### config.mk
export PLATFORM = sky130hd
export DESIGN_NAME = lfsr_misr_bist
export DESIGN_NICKNAME = d
export VERILOG_FILES = /design/src/rtl/lfsr_misr_bist_pkg.sv /design/src/rtl/lfsr_misr_bist_cut_mult.sv /design/src/rtl/lfsr_misr_bist.sv
export SDC_FILE = /design/constraint.sdc
export NUM_CORES = 1
export LEC_CHECK = 0
export ABC_AREA = 1
export CORE_ASPECT_RATIO = 0.6
export CORE_MARGIN = 2
export CORE_UTILIZATION = 50
export DETAILED_ROUTE_END_ITERATION = 16
export PLACE_DENSITY = 0.75
export SYNTH_ARGS = -nofsm -noshare
export SYNTH_HDL_FRONTEND = slang
export SYNTH_SLANG_ARGS = --single-unit
### constraint.sdc
create_clock -name clk -period 2.4 [get_ports clk]
set_input_delay 0.48 -clock clk [delete_from_list [all_inputs] [get_ports clk]]
set_output_delay 0.48 -clock clk [all_outputs]
set_load 0.02 [all_outputs]
### src/rtl/lfsr_misr_bist_pkg.sv
// Shared types and default constants for the scan-based LFSR/MISR BIST block.
// Holds the controller state encoding and the default pattern/signature polynomials.
package lfsr_misr_bist_pkg;

  typedef enum logic [2:0] {
    ST_IDLE,
    ST_SHIFT,
    ST_CAPTURE,
    ST_UNLOAD,
    ST_DONE
  } state_t;

  localparam logic [7:0]  DEF_LFSR_SEED = 8'hBD;
  localparam logic [7:0]  DEF_LFSR_TAPS = 8'h8E;
  localparam logic [15:0] DEF_MISR_POLY = 16'h1021;

endpackage

### src/rtl/lfsr_misr_bist_cut_mult.sv
// Circuit under test: unsigned W x W multiplier with a full 2W-bit product.
// fault_inj models a stuck-at-0 on product bit 0.
module bist_cut_mult #(
  parameter int W = 4
) (
  input  logic [W-1:0]   a,
  input  logic [W-1:0]   b,
  input  logic           fault_inj,
  output logic [2*W-1:0] product
);

  logic [2*W-1:0] raw;

  assign raw     = {{W{1'b0}}, a} * {{W{1'b0}}, b};
  assign product = {raw[2*W-1:1], raw[0] & ~fault_inj};

endmodule

### src/rtl/lfsr_misr_bist.sv
// Scan BIST controller: an LFSR fills the scan chain, the multiplier result is
// captured back into it, and a MISR compacts everything shifted out.
module lfsr_misr_bist
  import lfsr_misr_bist_pkg::*;
#(
  parameter int                 W         = 4,
  parameter int                 LFSR_W    = 8,
  parameter logic [LFSR_W-1:0]  LFSR_SEED = DEF_LFSR_SEED,
  parameter logic [LFSR_W-1:0]  LFSR_TAPS = DEF_LFSR_TAPS,
  parameter int                 MISR_W    = 16,
  parameter logic [MISR_W-1:0]  MISR_POLY = DEF_MISR_POLY,
  parameter int                 NUM_PAT   = 16,
  parameter logic [MISR_W-1:0]  GOLDEN    = '0
) (
  input  logic              clk,
  input  logic              rst,
  input  logic              start,
  input  logic              fault_inj,
  output logic              scan_en,
  output logic              scan_in,
  output logic              scan_out,
  output logic              busy,
  output logic              done,
  output logic              pass,
  output logic [MISR_W-1:0] signature
);

  localparam int L  = 2 * W;
  localparam int SW = $clog2(L + 1);
  localparam int PW = $clog2(NUM_PAT + 1);

  state_t              state_reg, state_next;
  logic [LFSR_W-1:0]   lfsr_reg, lfsr_next;
  logic [MISR_W-1:0]   misr_reg, misr_next;
  logic [L-1:0]        chain_reg;
  logic [SW-1:0]       shift_cnt_reg;
  logic [PW-1:0]       pat_cnt_reg;
  logic [L-1:0]        product;
  logic                shift_last, pat_last, launch;

  bist_cut_mult #(.W(W)) u_cut (
    .a         (chain_reg[W-1:0]),
    .b         (chain_reg[L-1:W]),
    .fault_inj (fault_inj),
    .product   (product)
  );

  assign shift_last = (shift_cnt_reg == SW'(L - 1));
  assign pat_last   = (pat_cnt_reg == PW'(NUM_PAT - 1));

  assign scan_in   = lfsr_reg[LFSR_W-1];
  assign scan_out  = chain_reg[L-1];
  assign signature = misr_reg;

  assign lfsr_next = {lfsr_reg[LFSR_W-2:0], ^(lfsr_reg & LFSR_TAPS)};
  // Serial MISR: shift with polynomial feedback, then fold scan_out into bit 0.
  assign misr_next = ({misr_reg[MISR_W-2:0], 1'b0} ^ (misr_reg[MISR_W-1] ? MISR_POLY : '0))
                   ^ {{(MISR_W-1){1'b0}}, scan_out};

  always_comb begin
    state_next = state_reg;
    scan_en    = 1'b0;
    busy       = 1'b0;
    done       = 1'b0;
    launch     = 1'b0;
    case (state_reg)
      ST_IDLE: begin
        if (start) begin
          launch     = 1'b1;
          state_next = ST_SHIFT;
        end
      end
      ST_SHIFT: begin
        scan_en = 1'b1;
        busy    = 1'b1;
        if (shift_last) state_next = ST_CAPTURE;
      end
      ST_CAPTURE: begin
        busy       = 1'b1;
        state_next = pat_last ? ST_UNLOAD : ST_SHIFT;
      end
      ST_UNLOAD: begin
        scan_en = 1'b1;
        busy    = 1'b1;
        if (shift_last) state_next = ST_DONE;
      end
      ST_DONE: begin
        done = 1'b1;
        if (start) begin
          launch     = 1'b1;
          state_next = ST_SHIFT;
        end
      end
      default: state_next = ST_IDLE;
    endcase
  end

  assign pass = done && (misr_reg == GOLDEN);

  always_ff @(posedge clk) begin
    if (rst) begin
      state_reg     <= ST_IDLE;
      lfsr_reg      <= LFSR_SEED;
      misr_reg      <= '0;
      chain_reg     <= '0;
      shift_cnt_reg <= '0;
      pat_cnt_reg   <= '0;
    end else begin
      state_reg <= state_next;
      if (launch) begin
        lfsr_reg      <= LFSR_SEED;
        misr_reg      <= '0;
        chain_reg     <= '0;
        shift_cnt_reg <= '0;
        pat_cnt_reg   <= '0;
      end else if (scan_en) begin
        chain_reg     <= {chain_reg[L-2:0], scan_in};
        lfsr_reg      <= lfsr_next;
        misr_reg      <= misr_next;
        shift_cnt_reg <= shift_last ? '0 : shift_cnt_reg + SW'(1);
      end else if (state_reg == ST_CAPTURE) begin
        chain_reg   <= product;
        pat_cnt_reg <= pat_cnt_reg + PW'(1);
      end
    end
  end

endmodule

=== Word level (Yosys, flattened, before mapping) ===
Index checks and enable logic that the tools add are counted.

* $add $sub $neg: 2
* Multiply operators: 1
* Equality and inequality tests: 9
* Mux-type cells: 14
* Bitwise gates (word level): 5
* Reductions and logical operators: 11

{| class="wikitable"
|+ Operators with widths
! cell !! count
|-
| 16-bit zero test || 1
|-
| 8-bit two-way mux || 2
|-
| 16-bit by 1-bit XOR with 16-bit output || 1
|-
| 16-bit by 13-bit XOR with 16-bit output || 1
|-
| 13-bit two-way mux || 1
|-
| 3-bit one-hot mux with 4 select lines || 1
|-
| 3-bit two-way mux || 3
|-
| 4-bit by 4-bit multiplier with 8-bit output || 1
|-
| 8-bit parity || 1
|-
| 3-bit by 2-bit equality test with 1-bit output (second input constant) || 2
|-
| 2-bit OR reduction || 3
|-
| 5-bit by 1-bit adder with 5-bit output (second input constant) || 1
|-
| 5-bit by 4-bit equality test with 1-bit output (second input constant) || 1
|-
| 1-bit two-way mux || 5
|-
| 4-bit by 1-bit adder with 4-bit output (second input constant) || 1
|-
| 4-bit by 3-bit equality test with 1-bit output (second input constant) || 1
|-
| 4-bit two-way mux || 1
|-
| 2-bit inequality test (second input constant) || 2
|-
| 3-bit by 1-bit equality test with 1-bit output (second input constant) || 1
|-
| 3-bit equality test (second input constant) || 1
|-
| 3-bit zero test || 1
|-
| 3-bit AND reduction || 1
|-
| 3-bit OR reduction || 1
|-
| 2-bit two-way mux || 1
|-
| 6 further kinds || 7
|}

* Register bits after elaboration: 44
* Input bits: 4
* Logic and storage cells: 48

=== Longest topological paths before layout ===
Gate-level depths: netlist of the first run.

* Depth after elaboration: 5
* Mapped depth: 12

=== Hierarchy ===
A second synthesis of the first run with hierarchy kept.

* Cell total of the unflattened synthesis: 332
* Area total of the unflattened synthesis: 2464.9 um^2

{| class="wikitable"
|+ Modules (own cells, without submodules)
! module !! instances !! cells an instance !! area an instance (um^2)
|-
| lfsr_misr_bist || 1 || 262 || 2001.9
|-
| bist_cut_mult || 1 || 70 || 462.9
|}

=== Worst setup path before layout of the first run ===
No wires, ideal clock.

* Kind: register to register
* Start point: reg chain_reg[7]
* End point: reg chain_reg[6]
* Library setup time: 0.120 ns
* Arrival time: 2.567 ns
* Path slack: -0.286 ns
* Cell stages (with the launch flop): 12
* Path buffers: 0
* Path through: dfxtp_1 -> nand2_1 -> fa_1 -> inv_1 -> fa_1 -> fa_1 -> nand3_1 -> nand2_1 -> nand2_1 -> nand3_1 -> nand2_1 -> a21oi_1

* Longest elaborated chain between the ends: 3

{| class="wikitable"
|+ RTL lines
! what !! line !! RTL
|-
| start: declaration || lfsr_misr_bist.sv:35 || <nowiki>logic [L-1:0] chain_reg;</nowiki>
|-
| start signal: assignment || lfsr_misr_bist.sv:117 || <nowiki>chain_reg <= {chain_reg[L-2:0], scan_in};</nowiki>
|-
| start signal: assignment || lfsr_misr_bist.sv:122 || <nowiki>chain_reg <= product;</nowiki>
|-
| 4-bit by 4-bit multiplier with 8-bit output || lfsr_misr_bist_cut_mult.sv:14 || <nowiki>assign raw = {{W{1'b0}}, a} * {{W{1'b0}}, b};</nowiki>
|-
| 8-bit two-way mux || lfsr_misr_bist.sv:121 || <nowiki>end else if (state_reg == ST_CAPTURE) begin</nowiki>
|-
| 8-bit two-way mux || lfsr_misr_bist.sv:116 || <nowiki>end else if (scan_en) begin</nowiki>
|}

Every way passes these cells. The select of a mux whose other input is x is not followed.
A chain may end at the register's enable or synchronous reset.

=== Final worst setup path of the first run ===
Same ends and word-level chain as after synthesis.

==> qor.csv, run 1 <==
metric,value,unit
status,finished with violations,
violations,negative setup slack,
cts_buffers,5,
cts.sinks,44,
globalRoute.totalOverflow,0,
clock-skew-final,3.156,ps
final_antenna_net_count,0,
tightest_slew,399.7,ps
final_common_cell,nand2_1,
pin_count,26,
clkTransAtPathRegs,80,ps
min_period_over_period,100.8,%
tns,-19.61,ps
swShare,33.85,%
n_antenna_cell,0,
grt_max_degree,38,
power_frac_seq,48.5,%
ys_types,32,
num_rows,19,
rsz0062_at_grt,true,
io_buffer_count,25,
setup_viol,1,
fin_ws,-19.61,ps
drt_iter0_drc,112,
drt_wl_total,5.139,mm
syn2layout_area_growth,14.51,%
drc,0,
holdWs,469.3,ps
worstHoldPathCells,2,
dr.pass1.iters,4,
worst_setup_path_start_kind,flip-flop,
syn_avg_cell_area,7.554,sq um
viasPerCell,5.136,
initial_utilization,52.47,%
r2r_setup_slack,-20,ps
die_w,94.05,um
cp.required,2580,ps
coreArea,4636,sq um
routabilityCongestion,0.8071,
yosysWarnings,0,
largest_reg_flops,16,
power_density,620.1,nW/um^2
worstSetupPathType,reg -> reg,
tritoncts,yes,
max_cap_violations,0,
netlist_area,2432,sq um
arrival,2600,ps
slew_headroom,73.35,%
hold_viol_final,0,
drive_gt1_share,14.37,%
insertion_delay,290,ps
slew_violations,0,
clockBufferDepth,2,
total_leakage_power,1.203,nW
dp_hpwl,3.784,mm
dieHeight,58.03,um
seq_area_frac_synth,36.21,%
syn_nets,345,
pwr-share-comb,26.3,%
clock.fmax,413.3,MHz
final_cell_mix,"83 x nand2_1, 39 x dfxtp_1, 34 x a21oi_1, 28 x inv_1, 25 x clkdlybuf4s50_1",
period_minus_slack,2420,ps
wire_per_inst,12.72,um
peakVddDrop,0.5042,mV
netlist_instances,322,
die-area,5457,sq um
crit_path_end_kind,flip-flop,
clockRootBuffer,clkbuf_8,
fillers,421,
worstPathMaxFanout,3,
grt_pass1_vias,1839,
r2r_cells,11,
min_path_type,reg -> reg,
grt_pass1_wl,8.680,mm
antenna_found_initial,0,
p_int,0.001142,W
p_switching,0.0005847,W
clockPowerShare,25.3,%
cts_hold_buf,0,
num_vias,2075,
cts_max_level,2,
nets,364,
grt.total_usage,20.28,%
synth_seq_cells,44,
==> cells by family after synthesis <==
| logic type | count (synthesis) | synth area share [%] |
|---|---|---|
| simple gates | 135 | 23.71 |
| buf+inv | 59 | 12.65 |
| compound gates | 57 | 13.53 |
| flops | 44 | 36.21 |
| fa+ha+maj | 19 | 11.01 |
| xor+xnor | 8 | 2.881 |
==> power groups by stage <==
stage	combinational [W]	clock (W)	sequential, W
2_1_floorplan	0.000351	0	0.000844
3_3_place_gp	0.000447	0	0.000848
3_5_place_dp	0.000450	0	0.000851
4_1_cts	0.000452	0.000448	0.000836
5_1_grt	0.000498	0.000473	0.000844
6_report	0.000454	0.000436	0.000837
==> through the flow <==
| step | util [%] | cells | instance area [sq um] | setup WS [ps] | power (W) |
|---|---|---|---|---|---|
| floorplan | - | 322 | 2439 | 49.60 | 0.001195 |
| global placement | 57.52 | 396 | 2666 | 26.37 | 0.001295 |
| detailed placement | 57.52 | 396 | 2666 | -20.37 | 0.001301 |
| CTS | 59.68 | 404 | 2766 | -6.310 | 0.001736 |
| global route | 60.08 | 404 | 2785 | -135.4 | 0.001816 |
| finish | 60.08 | 404 | 2785 | -19.61 | 0.001727 |
==> critical path, cell delays in order (launching register included) <==
cell and delay (ps):
dfxtp_4 360, nand2_2 60, fa_1 540, inv_1 60, fa_2 450, fa_2 410
nand3_1 110, nand2_1 60, nand2_1 70, nand3_1 70, nand2_1 70, a21oi_1 50
==> Yosys cell counts (all sizes together) <==
library cell | count | area [sq um]
fa | 4 | 80.08
dfxtp | 44 | 880.8
a21oi | 38 | 201.5
nand2 | 87 | 339.1
nor4 | 2 | 12.51
xnor2 | 5 | 43.79
clkbuf | 1 | 3.750
o21ai | 12 | 71.32
ha | 15 | 187.7
o221ai | 1 | 8.760
nor3 | 9 | 50.05
nor2 | 18 | 72.57
xor2 | 3 | 26.28
buf | 23 | 172.7
a22oi | 2 | 15.01
inv | 35 | 131.4
nand3 | 17 | 90.09
a31oi | 2 | 12.51
nand4 | 2 | 12.51
o21a | 1 | 7.510
a211oi | 1 | 12.51
==> timing repair <==
item / in CTS / in global routing
pin swaps: 0 / 1
endpoints found under the hold margin: 0 / 0
setup endpoints to repair: 3 / 6
buffers inserted: 1 / 0
gates resized for setup: 3 / 6
==> metal layers <==
metal	wire (um)	global-route usage, %	up-vias
li1	-	-	1064
met1	2645	30.96	944
met2	2136	29.29	62
met3	321	3.901	5
met4	36	5.590	0
met5	0	0	-
==> worst paths after layout <==
path | start | end
setup / recovery | chain_reg[7] | chain_reg[6]
hold / removal | lfsr_reg[5] | lfsr_reg[6]
setup reg to reg | chain_reg[7] | chain_reg[6]
hold reg to reg | lfsr_reg[5] | lfsr_reg[6]
==> area by class of cell <==
type                            instances  area, sq um  area share (%)
Clock inverter                          1        5.005          0.1797
Multi-Input combinational cell        219         1275           45.78
Sequential cell                        44        889.6           31.94
Inverter                               35        131.4           4.717
Clock buffer                            6        72.57           2.606
Timing Repair Buffer                   36        332.8           11.95
Tap cell                               63        78.83           2.830
Note: power is estimated with default switching activity, not from simulation.
==> inputs of run 2 (changes only) <==
Settings changed: DONT_BUFFER_PORTS from default to 1, PLACE_DENSITY 0.75 to 0.68.
==> qor.csv, run 2 (synthesis gave the netlist of run 1 again) <==
metric,value,unit,change
p_switching,0.0005936,W,was 0.0005847 W
cp.required,2620,ps,was 2580 ps
final_antenna_net_count,0,,unchanged
insertion_delay,300,ps,was 290 ps
tritoncts,yes,,unchanged
worstSetupPathType,reg -> reg,,unchanged
clockPowerShare,33.2,%,was 25.3%
use_met1,29.72,%,was 30.96%
rsz0062_at_grt,true,,unchanged
peakVddDrop,0.5352,mV,was 0.5042 mV
drc,0,,unchanged
slew_headroom,65.05,%,was 73.35%
nets,338,,was 364
hold_viol_final,0,,unchanged
setup_viol,1,,unchanged
power_frac_seq,45.7,%,was 48.5%
dieHeight,58.03,um,unchanged
dr.pass1.iters,4,,unchanged
slew_violations,0,,unchanged
largest_reg_flops,16,,unchanged
grt_most_used_layer,met1,,unchanged
period_minus_slack,2438,ps,was 2420 ps
io_buffer_count,0,,was 25
pin_count,26,,unchanged
met2_usage,29.59,%,was 29.29%
final_area,2610,sq um,was 2785 sq um
pwr-share-comb,21.1,%,was 26.3%
die_w,94.05,um,unchanged
clock.fmax,410.2,MHz,was 413.3 MHz
power_density,712.1,nW/um^2,was 620.1 nW/um^2
arrival,2660,ps,was 2600 ps
status,finished with violations,,unchanged
clkTransAtPathRegs,80,ps,about the same
clock-skew-final,6.542,ps,was 3.156 ps
grt_util_met3,7.022,%,was 3.901%
clockRootBuffer,clkbuf_8,,unchanged
clockBufferDepth,2,,unchanged
antenna_found_initial,0,,unchanged
p_int,0.001265,W,was 0.001142 W
min_period_over_period,101.6,%,was 100.8%
grt_max_degree,31,,was 38
num_rows,19,,unchanged
min_path_type,in -> reg,,was reg -> reg
placed_cell_area,2416,sq um,was 2666 sq um
register_area,888.4,sq um,was 889.6 sq um
tightest_slew,523.6,ps,was 399.7 ps
swShare,31.94,%,was 33.85%
cts_max_level,2,,unchanged
die-area,5457,sq um,unchanged
viasPerCell,5.275,,was 5.136
routabilityCongestion,0.8694,,was 0.8071
grt_pass1_vias,1802,,was 1839
grt.total_usage,20.71,%,was 20.28%
num_vias,1994,,was 2075
drive_gt1_share,17.14,%,was 14.37%
multi_input_area,1313,sq um,was 1275 sq um
fin_ws,-37.75,ps,was -19.61 ps
initial_utilization,52.47,%,unchanged
final_cell_mix,"82 x nand2_1, 40 x dfxtp_1, 32 x a21oi_1, 28 x inv_1, 16 x nor2_1",,"was 83 x nand2_1, 39 x dfxtp_1, 34 x a21oi_1, 28 x inv_1, 25 x clkdlybuf4s50_1"
cts.sinks,44,,unchanged
crit_path_end_kind,flip-flop,,unchanged
grt_pass1_wl,8.652,mm,was 8.680 mm
final_common_cell,nand2_1,,unchanged
violations,negative setup slack,,unchanged
holdWs,240.4,ps,was 469.3 ps
syn2layout_area_growth,7.304,%,was 14.51%
drt_iter0_drc,106,,was 112
worstPathMaxFanout,6,,was 3
worst_setup_path_start_kind,flip-flop,,unchanged
n_antenna_cell,0,,unchanged
wire_per_inst,14.03,um,was 12.72 um
dp_hpwl,3.817,mm,was 3.784 mm
coreArea,4636,sq um,unchanged
total_leakage_power,1.160,nW,was 1.203 nW
globalRoute.totalOverflow,0,,unchanged
max_cap_violations,0,,unchanged
cts_buffers,5,,unchanged
fillers,443,,was 421
drt_wl_total,5.305,mm,was 5.139 mm
[run 2: what timing repair did]
item | in CTS | in global routing
pin swaps | 0 | 7
endpoints found under the setup margin | 2 | 4
hold buffers | 0 | 0
resized for setup | 6 | 10
buffers inserted | 0 | 0
[run 2: area by class of cell]
cell class	count	share of cell area [%]
Timing Repair Buffer	10	2.876
Clock buffer	6	3.595
Sequential cell	44	34.04
Clock inverter	1	1.151
Inverter	35	5.034
Tap cell	63	3.020
Multi-Input combinational cell	219	50.29
[run 2: path summary, 6_finish.rpt]
path                                      from              to  slack (ps)  depth (start not counted)
worst max-delay path              chain_reg[7]    chain_reg[7]         -40                         13
worst min-delay path                       rst    state_reg[1]         240                          1
worst max register to register    chain_reg[7]    chain_reg[7]         -40                         13
worst min register to register  pat_cnt_reg[3]  pat_cnt_reg[3]         460                          1
[run 2: worst max-delay path: stages, from the launching register on]
cell and delay [ps]:
dfxtp_4 360, buf_4 170, nand2_1 70, inv_1 50, fa_1 500, ha_1 330, ha_4 270, nand2_1 100
nand2_1 50, nand2_1 120, nand3_2 90, nand2_2 70, nand3_2 60, a21oi_2 120
[run 2: metal layers]
layer,vias up,routed length (um)
met2,53,2285
met4,0,48
met5,-,0
met1,922,2642
met3,4,328
li1,1015,-
[run 2: per-stage QoR]
step | TNS [ps] | setup slack (ps) | utilization [%] | total power [W] | instances
2_1_floorplan | 0 | 49.60 | - | 0.001195 | 322
3_3_place_gp | -56.94 | -56.94 | 52.12 | 0.001242 | 371
3_5_place_dp | -37.46 | -24.42 | 52.12 | 0.001250 | 371
4_1_cts | -19.60 | -19.60 | 55.36 | 0.001872 | 378
5_1_grt | -438.9 | -152.8 | 56.30 | 0.001961 | 378
6_report | -37.75 | -37.75 | 56.30 | 0.001858 | 378
[run 2: power by group through the flow]
stage          clock (W)  combinational [W]  sequential, W
4_1_cts         0.000635           0.000389       0.000848
5_1_grt         0.000660           0.000444       0.000857
3_5_place_dp           0           0.000386       0.000864
2_1_floorplan          0           0.000351       0.000844
3_3_place_gp           0           0.000381       0.000862
6_report        0.000618           0.000392       0.000849
